==> config.mk <==
export PLATFORM = sky130hd
export DESIGN_NAME = lego_ir_sched
export DESIGN_NICKNAME = d
export VERILOG_FILES = /design/src/rtl/lego_ir_sched.sv
export SDC_FILE = /design/constraint.sdc
export NUM_CORES = 1
export LEC_CHECK = 0
export BUFFER_PORTS_ARGS = -buffer_cell sky130_fd_sc_hd__buf_4
export CORE_UTILIZATION = 40
export CTS_CLUSTER_DIAMETER = 50
export DETAILED_ROUTE_END_ITERATION = 7
export PLACE_DENSITY = 0.58
export SLEW_MARGIN = 20
export SYNTH_ARGS = -nofsm -noshare
export SYNTH_HDL_FRONTEND = slang
export SYNTH_SLANG_ARGS = --single-unit
export TNS_END_PERCENT = 100
==> constraint.sdc <==
create_clock -name clk_25m -period 2.57 [get_ports clk_25m]
set_input_delay 0.514 -clock clk_25m [delete_from_list [all_inputs] [get_ports clk_25m]]
set_output_delay 0.514 -clock clk_25m [all_outputs]
set_load 0.01 [all_outputs]
==> src/rtl/lego_ir_sched.sv <==
// Round-robin scheduler sharing one lego_ir Power Functions encoder between four channel slots.
// Optional periodic resend of active slots: define LEGO_IR_SCHED_REFRESH_EN.
module lego_ir_sched #(
    parameter int TICK_DIV   = 25000,
    parameter int GAP_MS     = 16,
    parameter int REPEAT     = 5,
    parameter int REFRESH_MS = 300
) (
    input  logic       clk_25m,
    input  logic       rst_n,
    input  logic       wr_en,
    input  logic [1:0] wr_ch,
    input  logic [3:0] wr_pwm_a,
    input  logic [3:0] wr_pwm_b,
    output logic       tx_start,
    output logic [1:0] tx_ch,
    output logic [3:0] tx_pwm_a,
    output logic [3:0] tx_pwm_b,
    input  logic       tx_busy,
    output logic [3:0] active
);

    localparam logic [31:0] DIV_LAST = 32'(TICK_DIV - 1);
    localparam logic [31:0] GMS_LAST = 32'(GAP_MS - 1);
    localparam logic [2:0]  REP_INIT = 3'(REPEAT);

    if (REPEAT < 1 || REPEAT > 7 || TICK_DIV < 1 || GAP_MS < 0 || REFRESH_MS < 1) begin : g_bad_cfg
        $error("lego_ir_sched: parameter out of range");
    end

    typedef enum logic [2:0] {
        S_IDLE, S_PICK, S_START, S_WAIT_HI, S_WAIT_LO, S_GAP
    } state_t;

    state_t      state_r, state_nx;
    logic [3:0]  slot_a_r [4];
    logic [3:0]  slot_b_r [4];
    logic [2:0]  rep_r    [4];
    logic [3:0]  active_r;
    logic [3:0]  pend_s;
    logic [1:0]  ptr_r;
    logic [1:0]  pick_s;
    logic        pick_found_s;
    logic        tx_start_r, start_nx;
    logic [1:0]  tx_ch_r;
    logic [3:0]  tx_pwm_a_r, tx_pwm_b_r;
    logic [1:0]  wait_r;
    logic [31:0] div_r, gms_r;
    logic        gap_done_s;
    logic        dec_s;
    logic        refresh_s;

`ifdef LEGO_IR_SCHED_REFRESH_EN
    localparam logic [31:0] REF_LAST = 32'(REFRESH_MS - 1);
    logic [31:0] ref_div_r, ref_ms_r;

    // Free-running ms prescaler and refresh period counter.
    always_ff @(posedge clk_25m or negedge rst_n) begin
        if (!rst_n) begin
            ref_div_r <= 32'd0;
            ref_ms_r  <= 32'd0;
        end else if (ref_div_r == DIV_LAST) begin
            ref_div_r <= 32'd0;
            ref_ms_r  <= (ref_ms_r == REF_LAST) ? 32'd0 : ref_ms_r + 32'd1;
        end else begin
            ref_div_r <= ref_div_r + 32'd1;
        end
    end

    assign refresh_s = (ref_div_r == DIV_LAST) && (ref_ms_r == REF_LAST);
`else
    assign refresh_s = 1'b0;
`endif

    // Pending flags and first pending slot at or after the round-robin pointer.
    always_comb begin
        pick_s       = ptr_r;
        pick_found_s = 1'b0;
        for (int n = 0; n < 4; n++) begin
            pend_s[n] = (rep_r[n] != 3'd0);
        end
        for (int i = 0; i < 4; i++) begin
            if (!pick_found_s && pend_s[ptr_r + 2'(i)]) begin
                pick_s       = ptr_r + 2'(i);
                pick_found_s = 1'b1;
            end else begin
                pick_found_s = pick_found_s;
            end
        end
    end

    assign gap_done_s = (div_r == DIV_LAST) && (gms_r == GMS_LAST);

    // Next-state, start pulse request and repetition consume.
    always_comb begin
        state_nx = state_r;
        start_nx = 1'b0;
        dec_s    = 1'b0;
        case (state_r)
            S_IDLE: begin
                if (|pend_s) state_nx = S_PICK;
                else         state_nx = S_IDLE;
            end
            S_PICK: begin
                state_nx = S_START;
                start_nx = !tx_busy;
            end
            S_START: begin
                // tx_start_r high means this is the pulse cycle
                if (tx_start_r) begin
                    state_nx = S_WAIT_HI;
                    dec_s    = 1'b1;
                end else begin
                    start_nx = !tx_busy;
                end
            end
            S_WAIT_HI: begin
                if (tx_busy)              state_nx = S_WAIT_LO;
                else if (wait_r == 2'd2)  state_nx = S_IDLE;
                else                      state_nx = S_WAIT_HI;
            end
            S_WAIT_LO: begin
                if (tx_busy)          state_nx = S_WAIT_LO;
                else if (GAP_MS == 0) state_nx = S_IDLE;
                else                  state_nx = S_GAP;
            end
            S_GAP: begin
                if (gap_done_s) state_nx = S_IDLE;
                else            state_nx = S_GAP;
            end
            default: state_nx = S_IDLE;
        endcase
    end

    // FSM state, start pulse, presented command and round-robin pointer.
    always_ff @(posedge clk_25m or negedge rst_n) begin
        if (!rst_n) begin
            state_r    <= S_IDLE;
            tx_start_r <= 1'b0;
            tx_ch_r    <= 2'd0;
            tx_pwm_a_r <= 4'd0;
            tx_pwm_b_r <= 4'd0;
            ptr_r      <= 2'd0;
        end else begin
            state_r    <= state_nx;
            tx_start_r <= start_nx;
            if (state_r == S_PICK) begin
                tx_ch_r    <= pick_s;
                tx_pwm_a_r <= slot_a_r[pick_s];
                tx_pwm_b_r <= slot_b_r[pick_s];
                ptr_r      <= pick_s + 2'd1;
            end
        end
    end

    // Busy-rise timeout and inter-message gap counters, restarted outside their states.
    always_ff @(posedge clk_25m or negedge rst_n) begin
        if (!rst_n) begin
            wait_r <= 2'd0;
            div_r  <= 32'd0;
            gms_r  <= 32'd0;
        end else begin
            wait_r <= (state_r == S_WAIT_HI) ? wait_r + 2'd1 : 2'd0;
            if (state_r != S_GAP) begin
                div_r <= 32'd0;
                gms_r <= 32'd0;
            end else if (div_r == DIV_LAST) begin
                div_r <= 32'd0;
                gms_r <= gms_r + 32'd1;
            end else begin
                div_r <= div_r + 32'd1;
            end
        end
    end

    // Command slots: a write re-arms and beats a same-cycle consume or refresh.
    always_ff @(posedge clk_25m or negedge rst_n) begin
        if (!rst_n) begin
            for (int n = 0; n < 4; n++) begin
                slot_a_r[n] <= 4'd0;
                slot_b_r[n] <= 4'd0;
                rep_r[n]    <= 3'd0;
            end
            active_r <= 4'd0;
        end else begin
            for (int n = 0; n < 4; n++) begin
                if (wr_en && wr_ch == 2'(n)) begin
                    slot_a_r[n] <= wr_pwm_a;
                    slot_b_r[n] <= wr_pwm_b;
                    rep_r[n]    <= REP_INIT;
                    active_r[n] <= ({wr_pwm_a, wr_pwm_b} != 8'd0);
                end else if (dec_s && tx_ch_r == 2'(n)) begin
                    rep_r[n] <= (rep_r[n] != 3'd0) ? rep_r[n] - 3'd1 : 3'd0;
                end else if (refresh_s && active_r[n] && rep_r[n] == 3'd0) begin
                    rep_r[n] <= REP_INIT;
                end
            end
        end
    end

    assign tx_start = tx_start_r;
    assign tx_ch    = tx_ch_r;
    assign tx_pwm_a = tx_pwm_a_r;
    assign tx_pwm_b = tx_pwm_b_r;
    assign active   = active_r;

endmodule

**Word level (Yosys, flattened, before mapping)**

Index checks and enable logic that the tools add are counted.

- Add/sub/neg operators: 11
- Magnitude comparators: 5
- Equal/unequal tests: 16
- Mux-type cells: 48
- Bitwise gates (word level): 1
- Reduce and logical (&&, ||, !) cells: 30

Operator list:

| cell | count |
|---|---|
| $mux W32 | 4 |
| $add A32 B1 Y32 const B | 2 |
| $mux W3 | 15 |
| $eq A32 B15 Y1 const B | 1 |
| $eq A32 B4 Y1 const B | 1 |
| $pmux W3 S6 | 1 |
| $bmux W4 S2 | 2 |
| $mux W4 | 4 |
| $logic_and A1 B1 Y1 | 12 |
| $lt A2 B3 Y1 const B | 4 |
| $mux W1 | 12 |
| $reduce_bool A3 Y1 | 4 |
| $sub A3 B1 Y3 const B | 4 |
| $eq A2 B2 Y1 const B | 5 |
| $mux W2 | 5 |
| $reduce_bool A2 Y1 | 5 |
| $bmux W1 S2 | 4 |
| $reduce_bool A8 Y1 | 1 |
| $add A2 B1 Y2 const B | 3 |
| $eq A3 B2 Y1 const B | 2 |
| $eq A3 B3 Y1 const B | 2 |
| $add A2 B2 Y2 const B | 2 |
| $eq A2 B1 Y1 const B | 2 |
| $logic_not A1 Y1 | 4 |
| other kinds (9) | 10 |

- Register bits after elaboration: 130
- Bits of input ports: 14
- Word-level logic and storage cells: 136

**Depth between registers and ports, before layout**

Gate-level depths: netlist (run 1).

- Depth in word-level cells: 17
- Gate-level depth with buffers: 8

**Least setup slack after synthesis (run 1)**

OpenSTA, ideal clock, no wires.

- Path kind: reg2reg
- From: register div_r[0]
- To: register gms_r[26]
- Library setup time: 0.078 ns
- Arrival: 2.239 ns
- Data required time: 2.492 ns
- Path slack: 0.253 ns
- Cell stages (with the launch flop): 8
- Path buffers: 1
- Clock period less this slack: 2.317 ns
- Path through: dfrtp_1 -> ha_1 -> and4_1 -> nand4_1 -> or4b_1 -> buf_2 -> or4_1 -> a21oi_1

- Word-level cells in the longest chain between the ends: 2

RTL lines:

| item | RTL line | text |
|---|---|---|
| start, declared | 48 | `logic [31:0] div_r, gms_r;` |
| start signal, assigned | 171 | `div_r <= div_r + 32'd1;` |
| $eq A32 B15 Y1 | 167 | `end else if (div_r == DIV_LAST) begin` |
| $reduce_bool A2 Y1 (no line) | - |  |
| end signal, assigned | 169 | `gms_r <= gms_r + 32'd1;` |
| end, declared | 48 |  |

No other way between the ends.
A chain may end at the register's enable or synchronous reset.

**Worst setup path after layout (run 1)**

- From: register div_r[24]
- To: register gms_r[30]

The elaborated chain is that of the path after synthesis.

==> reports/metrics.yaml, run 1 <==
status: "finished, final reports clean"
slew_headroom: 0.511
antenna_left: 0
route.met2.wl_um: 7110
clock-root-buffer: "clkbuf_16"
ys_seq_area_frac: 0.509
fillers: 1394
place_inst: 858
ios: 29
core_area_um2: 15400
rr_worst_depth: 6
cp-end-kind: "flop"
vias: 4968
clk_path_buf_depth: 2
crit_slowest_cell: "or4b_1"
r2r-start: "div_r[24]"
routed_via_density: 5.58
syn-mean-instance-area_um2: 10.2
rsz0062_at_grt: "false"
crit_arrival_ns: 2.82
fin_area_um2: 7640
gr-total-overflow: 0
total_power_mw: 5.14
die-area_um2: 16500
crit_chain: "nor4_4, nand4_1, or4b_1, buf_6, or4_1, a21oi_1"
hpwl_um: 9290
hold_path_class: "in -> async"
leakage_nw: 3.26
final_core_utilization: 0.497
clock_latency_ns: 0.42
dr_wl_met3_um: 469
timing.setup.tns_ns: 0
nets: 684
fmax_ghz: 0.404
instances_no_fill: 891
drc: 0
irDropWorstVdd_uv: 486
drv_cap: 0
finalHoldViolCount: 0
yosysTopAreaCellShare: 0.509
antenna_found_initial: 0
cp_max_fo: 18
grt_pass1_wl_um: 24800
clock_skew_ns: 0.00641
crit_type: "reg -> reg"
netlist_top_cells_count: "dfrtp_1 (130), nor2_1 (63), nand2_1 (47), mux2_2 (33), xnor2_1 (33)"
post-place-ws_ns: 0.0717
avgRoutedWirePerCell_um: 16.4
tightest_slew_ns: 0.734
die_h_um: 128
ys.flop_type: "dfrtp_1"
cts_tree: "built"
synth_async_sr_flop_share: 1.00
yosys.area.top_type: "dfrtp_1"
synth_cells: 626
top_layer: "met4"
min_period_ns: 2.47
initial_utilization: 0.416
drv_slew: 0
holdWs_ns: 0.167
drtPass1Iterations: 5
cp.required_ns: 2.92
grt_pass1_vias: 5046
p_per_area_nw_per_um2: 673
ys_warn_count: 0
timing.rr.end: "gms_r[30]"
cp_slowest_stage_delay_ns: 0.56
cp.depth: 6
crit_family: "simple AND/OR/NAND/NOR gates"
synth-edff-count: 0
grt_usage: 0.192
grt_max_degree: 131
cts-htree-levels: 4
wirelength_um: 14600
antenna-diode-count: 0
yosysUniqueCellTypes: 52
cts.clk_slew.worst_paths_ns: 0.06
setup_viol: 0
fp.dieW_um: 128
yosys_register_bits: 130
ctsHoldBuffers: 0
syn_to_final_growth_pct: 19.6
placed_area_um2: 6940
place.gp.congestion: 0.814
drtIter0Drc: 379
startpoint_type: "flop"
rows: 45
clock_sinks: 130
layout_setup_ws_ns: 0.0972
synthesis.area_um2: 6390
synth_area_leaders: "dfrtp_1 (51%), mux2_2 (5.8%), xnor2_1 (4.5%)"
path_buf_inv: 1
finalCritPeriodShare: 0.962
drive_gt1_frac: 0.185
syn_nets: 643
reg2reg_slack_ns: 0.1
io_buffers: 28
post-synth-top-count-cell: "dfrtp_1"
numCtsBuffers: 17
wl_met1_um: 6910
registers in the layout, summed over array words and instances, names as in the netlist, 2 cells and up:
signal,cells
div_r,32
tx_ch,2
tx_pwm_b,4
slot_a_r,16
slot_b_r,16
active,4
state_r,3
tx_pwm_a,4
wait_r,2
rep_r,12
ptr_r,2
gms_r,32
logic make-up (layout without fill, tap and decap cells):
family | Yosys count | count (layout) | synth area share
xor+xnor | 43 | 43 | 0.0589
compound gates | 85 | 85 | 0.0877
simple gates | 268 | 268 | 0.227
mux | 49 | 49 | 0.0832
fa+ha+maj | 3 | 3 | 0.00587
buf+inv | 48 | 102 | 0.0284
flops | 130 | 130 | 0.509
area by class of cell:
| cell class | instances | area, um2 | share of cell area |
|---|---|---|---|
| well taps | 211 | 264 | 0.0345 |
| inverters | 23 | 86.3 | 0.0113 |
| repair buffers | 47 | 382 | 0.0499 |
| multi-input cells | 448 | 3000 | 0.392 |
| flip-flops and latches | 130 | 3250 | 0.426 |
| clock inverters | 13 | 208 | 0.0272 |
| clock buffers | 19 | 453 | 0.0593 |
routing by layer:
metal / GRT usage / vias to the layer above
li1: - / 2364
met1: 0.252 / 2490
met2: 0.312 / 97
met3: 0.0457 / 17
met4: 0.0644 / 0
met5: 0 / -
how the worst max path moves through the flow:
stage          slack (ns)      start   endpoint
6_report              0.1  div_r[24]  gms_r[30]
5_1_grt             0.009  div_r[24]  gms_r[26]
4_1_cts              0.02  div_r[24]  gms_r[30]
3_5_place_dp         0.07   div_r[0]  gms_r[26]
3_3_place_gp         0.17  div_r[24]  gms_r[22]
2_1_floorplan        0.25   div_r[0]  gms_r[26]
layout by cell type, fill, tap and decap left out, types with 3 or more instances in the layout:
cell        instances
dfrtp_1           129
nor2_1             63
nand2_1            47
buf_4              44
mux2_2             33
xnor2_1            33
nand3_1            32
nor4_1             26
inv_1              23
nor3_1             22
a21oi_1            22
clkbuf_16          17
o21ai_0            16
mux2i_1            16
o31ai_1            15
or4_1              15
nand4_1            12
or3_1              11
o221ai_1           10
xor2_1             10
and4_1              6
nor4b_1             5
nand3b_1            5
bufinv_16           5
a21boi_0            4
clkinvlp_4          4
and3_1              3
nor4_4              3
report_power, final:
part / switching (mW) / internal, mW
clock network: 0.929 / 1.77
logic: 0.116 / 0.125
registers: 0.0524 / 2.15
repair_timing:
item	in CTS	in global routing
endpoints found under the hold margin	0	0
setup buffers	0	1
resized for setup	0	7
endpoints found under the setup margin	0	7
(Power assumes the default switching activity.)
==> inputs of run 2 (changes only) <==
==> constraint.sdc (replaced) <==
create_clock -name clk_25m -period 2.57 [get_ports clk_25m]
set_input_delay 0.771 -clock clk_25m [delete_from_list [all_inputs] [get_ports clk_25m]]
set_output_delay 0.771 -clock clk_25m [all_outputs]
set_load 0.01 [all_outputs]
==> reports/metrics.yaml, run 2 (synthesis results as in run 1) <==
leakage_nw: 3.24
initial_utilization: 0.416
tightest_slew_ns: 0.639
clock_sinks: 130
rows: 45
gr-total-overflow: 0
cts.clk_slew.worst_paths_ns: 0.06
status: "finished, final reports clean"
cp_max_fo: 18
drv_slew: 0
grt_pass1_wl_um: 24500
syn_to_final_growth_pct: 18.8
grt_pass1_vias: 4787
grt_usage: 0.190
instances_no_fill: 892
layout_setup_ws_ns: 0.151
grt_max_degree: 50
cts-htree-levels: 4
drv_cap: 0
place.gp.congestion: 0.830
routed_via_density: 5.50
numCtsBuffers: 17
ios: 29
cp.required_ns: 2.91
fmax_ghz: 0.413
p_per_area_nw_per_um2: 648
final_common_cell: "dfrtp_1"
clock-root-buffer: "clkbuf_16"
min_period_ns: 2.42
hold_path_class: "in -> async"
irDropWorstVdd_uv: 505
drc: 0
clock_latency_ns: 0.42
cp-end-kind: "flop"
die-area_um2: 16500
most-common-layout-cells: "dfrtp_1 (129), nor2_1 (63), nand2_1 (47), buf_4 (45)"
cts_resized: 0
total_power_mw: 4.92
antenna-diode-count: 0
fillers: 1443
rr_worst_depth: 7
clock_skew_ns: 0.0102
ctsHoldBuffers: 0
post-place-ws_ns: 0.0831
rsz0062_at_grt: "false"
crit_type: "reg -> reg"
drive_gt1_frac: 0.185
wirelength_um: 14300
place_inst: 860
io_buffers: 28
die_h_um: 128
postCtsSetupBuffers: 0
core_area_um2: 15400
vias: 4903
startpoint_type: "flop"
fp.dieW_um: 128
drtIter0Drc: 336
antenna_left: 0
hpwl_um: 9740
cts_tree: "built"
setup_viol: 0
timing.setup.tns_ns: 0
antenna_found_initial: 0
nets: 685
finalCritPeriodShare: 0.941
drtPass1Iterations: 5
top_regs: "div_r: 32 flops, gms_r: 32 flops"
slew_headroom: 0.573
finalHoldViolCount: 0
avgRoutedWirePerCell_um: 16.1
crit_arrival_ns: 2.76
clk_path_buf_depth: 2
[run 2: stage by stage]
| step | area, um2 | hold WS [ns] | utilization |
|---|---|---|---|
| 6_report | 7590 | 0.247 | 0.494 |
| 2_1_floorplan | 6390 | 0.403 | - |
| 3_5_place_dp | 6960 | 0.419 | 0.453 |
| 3_3_place_gp | 6960 | 0.416 | 0.453 |
| 5_1_grt | 7590 | 0.259 | 0.494 |
| 4_1_cts | 7570 | 0.244 | 0.492 |
[run 2: per-layer routing]
metal / part of all wire / global-route usage / vias up
met5: 0 / 0 / -
met4: 0.014 / 0.0754 / 0
met3: 0.029 / 0.0374 / 19
met2: 0.48 / 0.294 / 80
met1: 0.47 / 0.263 / 2436
li1: - / - / 2368
[run 2: worst paths after layout]
check / slack (ns) / start / to
setup / recovery: 0.15 / div_r[0] / gms_r[26]
hold / removal: 0.25 / rst_n / gms_r[29]
setup reg to reg: 0.15 / div_r[0] / gms_r[26]
hold reg to reg: 0.43 / wait_r[0] / wait_r[0]
max in group asynchronous: 1.75 / rst_n / tx_pwm_a[0]
min in group clk_25m: 0.43 / wait_r[0] / wait_r[0]
[run 2: final cells by class]
cell class,count,area (um2),share of cell area
flip-flops and latches,130,3250,0.429
multi-input cells,448,2980,0.393
repair buffers,48,398,0.0524
well taps,211,264,0.0348
clock buffers,18,439,0.0578
clock inverters,14,166,0.0219
inverters,23,86.3,0.0114
[run 2: power by group]
group	switching [mW]	internal [mW]
registers	0.0505	2.15
clock network	0.987	1.48
logic	0.116	0.130
[run 2: critical path, cell delays in order (launching register included)]
cell,delay (ns)
dfrtp_1,0.42
ha_4,0.18
and4_1,0.22
nand4_1,0.14
or4b_1,0.52
buf_4,0.21
or4_1,0.50
a21oi_1,0.16
==> inputs of run 3 (changes only) <==
CAP_MARGIN = 10   (was not set)
CORE_UTILIZATION = 55   (was 40)
PLACE_DENSITY = 0.74   (was 0.58)
==> reports/metrics.yaml, run 3 (synthesis results as in run 1) <==
status: "finished, final reports clean"
rsz0062_at_grt: "false"
nets: 690
ctsHoldBuffers: 0
grt_max_degree: 46
grt_pass1_vias: 4847
post-place-ws_ns: 0.118
wirelength_um: 14000
crit_type: "reg -> reg"
top_regs: "div_r: 32 flops, gms_r: 32 flops"
antenna_found_initial: 0
hold_path_class: "in -> async"
timing.setup.tns_ns: 0
die_h_um: 110
rr_worst_depth: 7
clock_latency_ns: 0.42
cp_max_fo: 18
met3_usage: 0.0634
clock_sinks: 130
cp-end-kind: "flop"
rows: 39
numCtsBuffers: 17
clock-root-buffer: "clkbuf_16"
crit_arrival_ns: 2.77
ios: 29
tightest_slew_ns: 0.729
met2_usage: 0.402
cts_tree: "built"
die-area_um2: 12100
drc: 0
antenna_left: 0
drive_gt1_frac: 0.188
most-common-layout-cells: "dfrtp_1 (130), nor2_1 (63), buf_4 (51), nand2_1 (47)"
syn_to_final_growth_pct: 17.6
leakage_nw: 3.27
io_buffers: 28
drtIter0Drc: 398
irDropWorstVdd_uv: 1000
clock_skew_ns: 0.00949
drv_cap: 0
total_power_mw: 4.92
cp.required_ns: 2.91
grt_usage: 0.248
slew_headroom: 0.509
initial_utilization: 0.562
fmax_ghz: 0.412
grt_most_used_layer: "met2"
fp.dieW_um: 110
vias: 5014
final_common_cell: "dfrtp_1"
layout_setup_ws_ns: 0.142
cts.clk_slew.worst_paths_ns: 0.06
met1_usage: 0.322
finalHoldViolCount: 0
finalCritPeriodShare: 0.945
gr-total-overflow: 0
startpoint_type: "flop"
setup_viol: 0
clk_path_buf_depth: 2
avgRoutedWirePerCell_um: 16.9
cts-htree-levels: 4
core_area_um2: 11400
drv_slew: 0
place.gp.congestion: 0.796
routed_via_density: 6.05
grt_pass1_wl_um: 22800
antenna-diode-count: 0
drtPass1Iterations: 4
hpwl_um: 9470
p_per_area_nw_per_um2: 654
min_period_ns: 2.43
## run 3: report_power, final
part,internal [mW],total [mW],switching (mW)
Clock,1.48,2.46,0.972
Combinational,0.129,0.250,0.121
Sequential,2.15,2.21,0.0579
## run 3: layout make-up
type / count / area, um2
Multi-Input combinational cell: 448 / 2970
Clock inverter: 14 / 166
Fill cell: 888 / 3850
Sequential cell: 130 / 3250
Inverter: 23 / 86.3
Timing Repair Buffer: 53 / 423
Clock buffer: 18 / 439
Tap cell: 143 / 179
## run 3: final timing paths
| path | from | to | slack [ns] |
|---|---|---|---|
| max in group asynchronous | rst_n | ptr_r[1] | 1.53 |
| min in group clk_25m | wait_r[0] | wait_r[0] | 0.43 |
| hold / removal | rst_n | gms_r[3] | 0.31 |
| setup / recovery | div_r[0] | gms_r[30] | 0.14 |
| setup reg to reg | div_r[0] | gms_r[30] | 0.14 |
| hold reg to reg | wait_r[0] | wait_r[0] | 0.43 |
## run 3: timing repair
item | CTS | global route
gates resized for setup | 0 | 1
endpoints found under the setup margin | 0 | 1
setup buffers | 0 | 0
## run 3: per-stage QoR
stage	instances	instance area, um2	util	hold slack (ns)
finish	829	7520	0.661	0.314
global route	829	7520	0.661	0.353
CTS	829	7510	0.661	0.328
detailed placement	797	6900	0.607	0.434
global placement	797	6900	0.607	0.415
floorplan	626	6390	-	0.403
## run 3: worst max-delay path, stage by stage (launching register included)
cell	delay, ns
dfrtp_1	0.38
ha_1	0.19
and4_1	0.23
nand4_1	0.13
or4b_1	0.54
buf_4	0.21
or4_1	0.52
a21oi_1	0.16
## run 3: routing by layer
metal | part of all wire | wire, um | vias to the layer above
met5 | 0 | 0 | -
met3 | 0.034 | 478 | 17
met1 | 0.46 | 6490 | 2503
li1 | - | - | 2383
met4 | 0.014 | 192 | 0
met2 | 0.49 | 6840 | 111
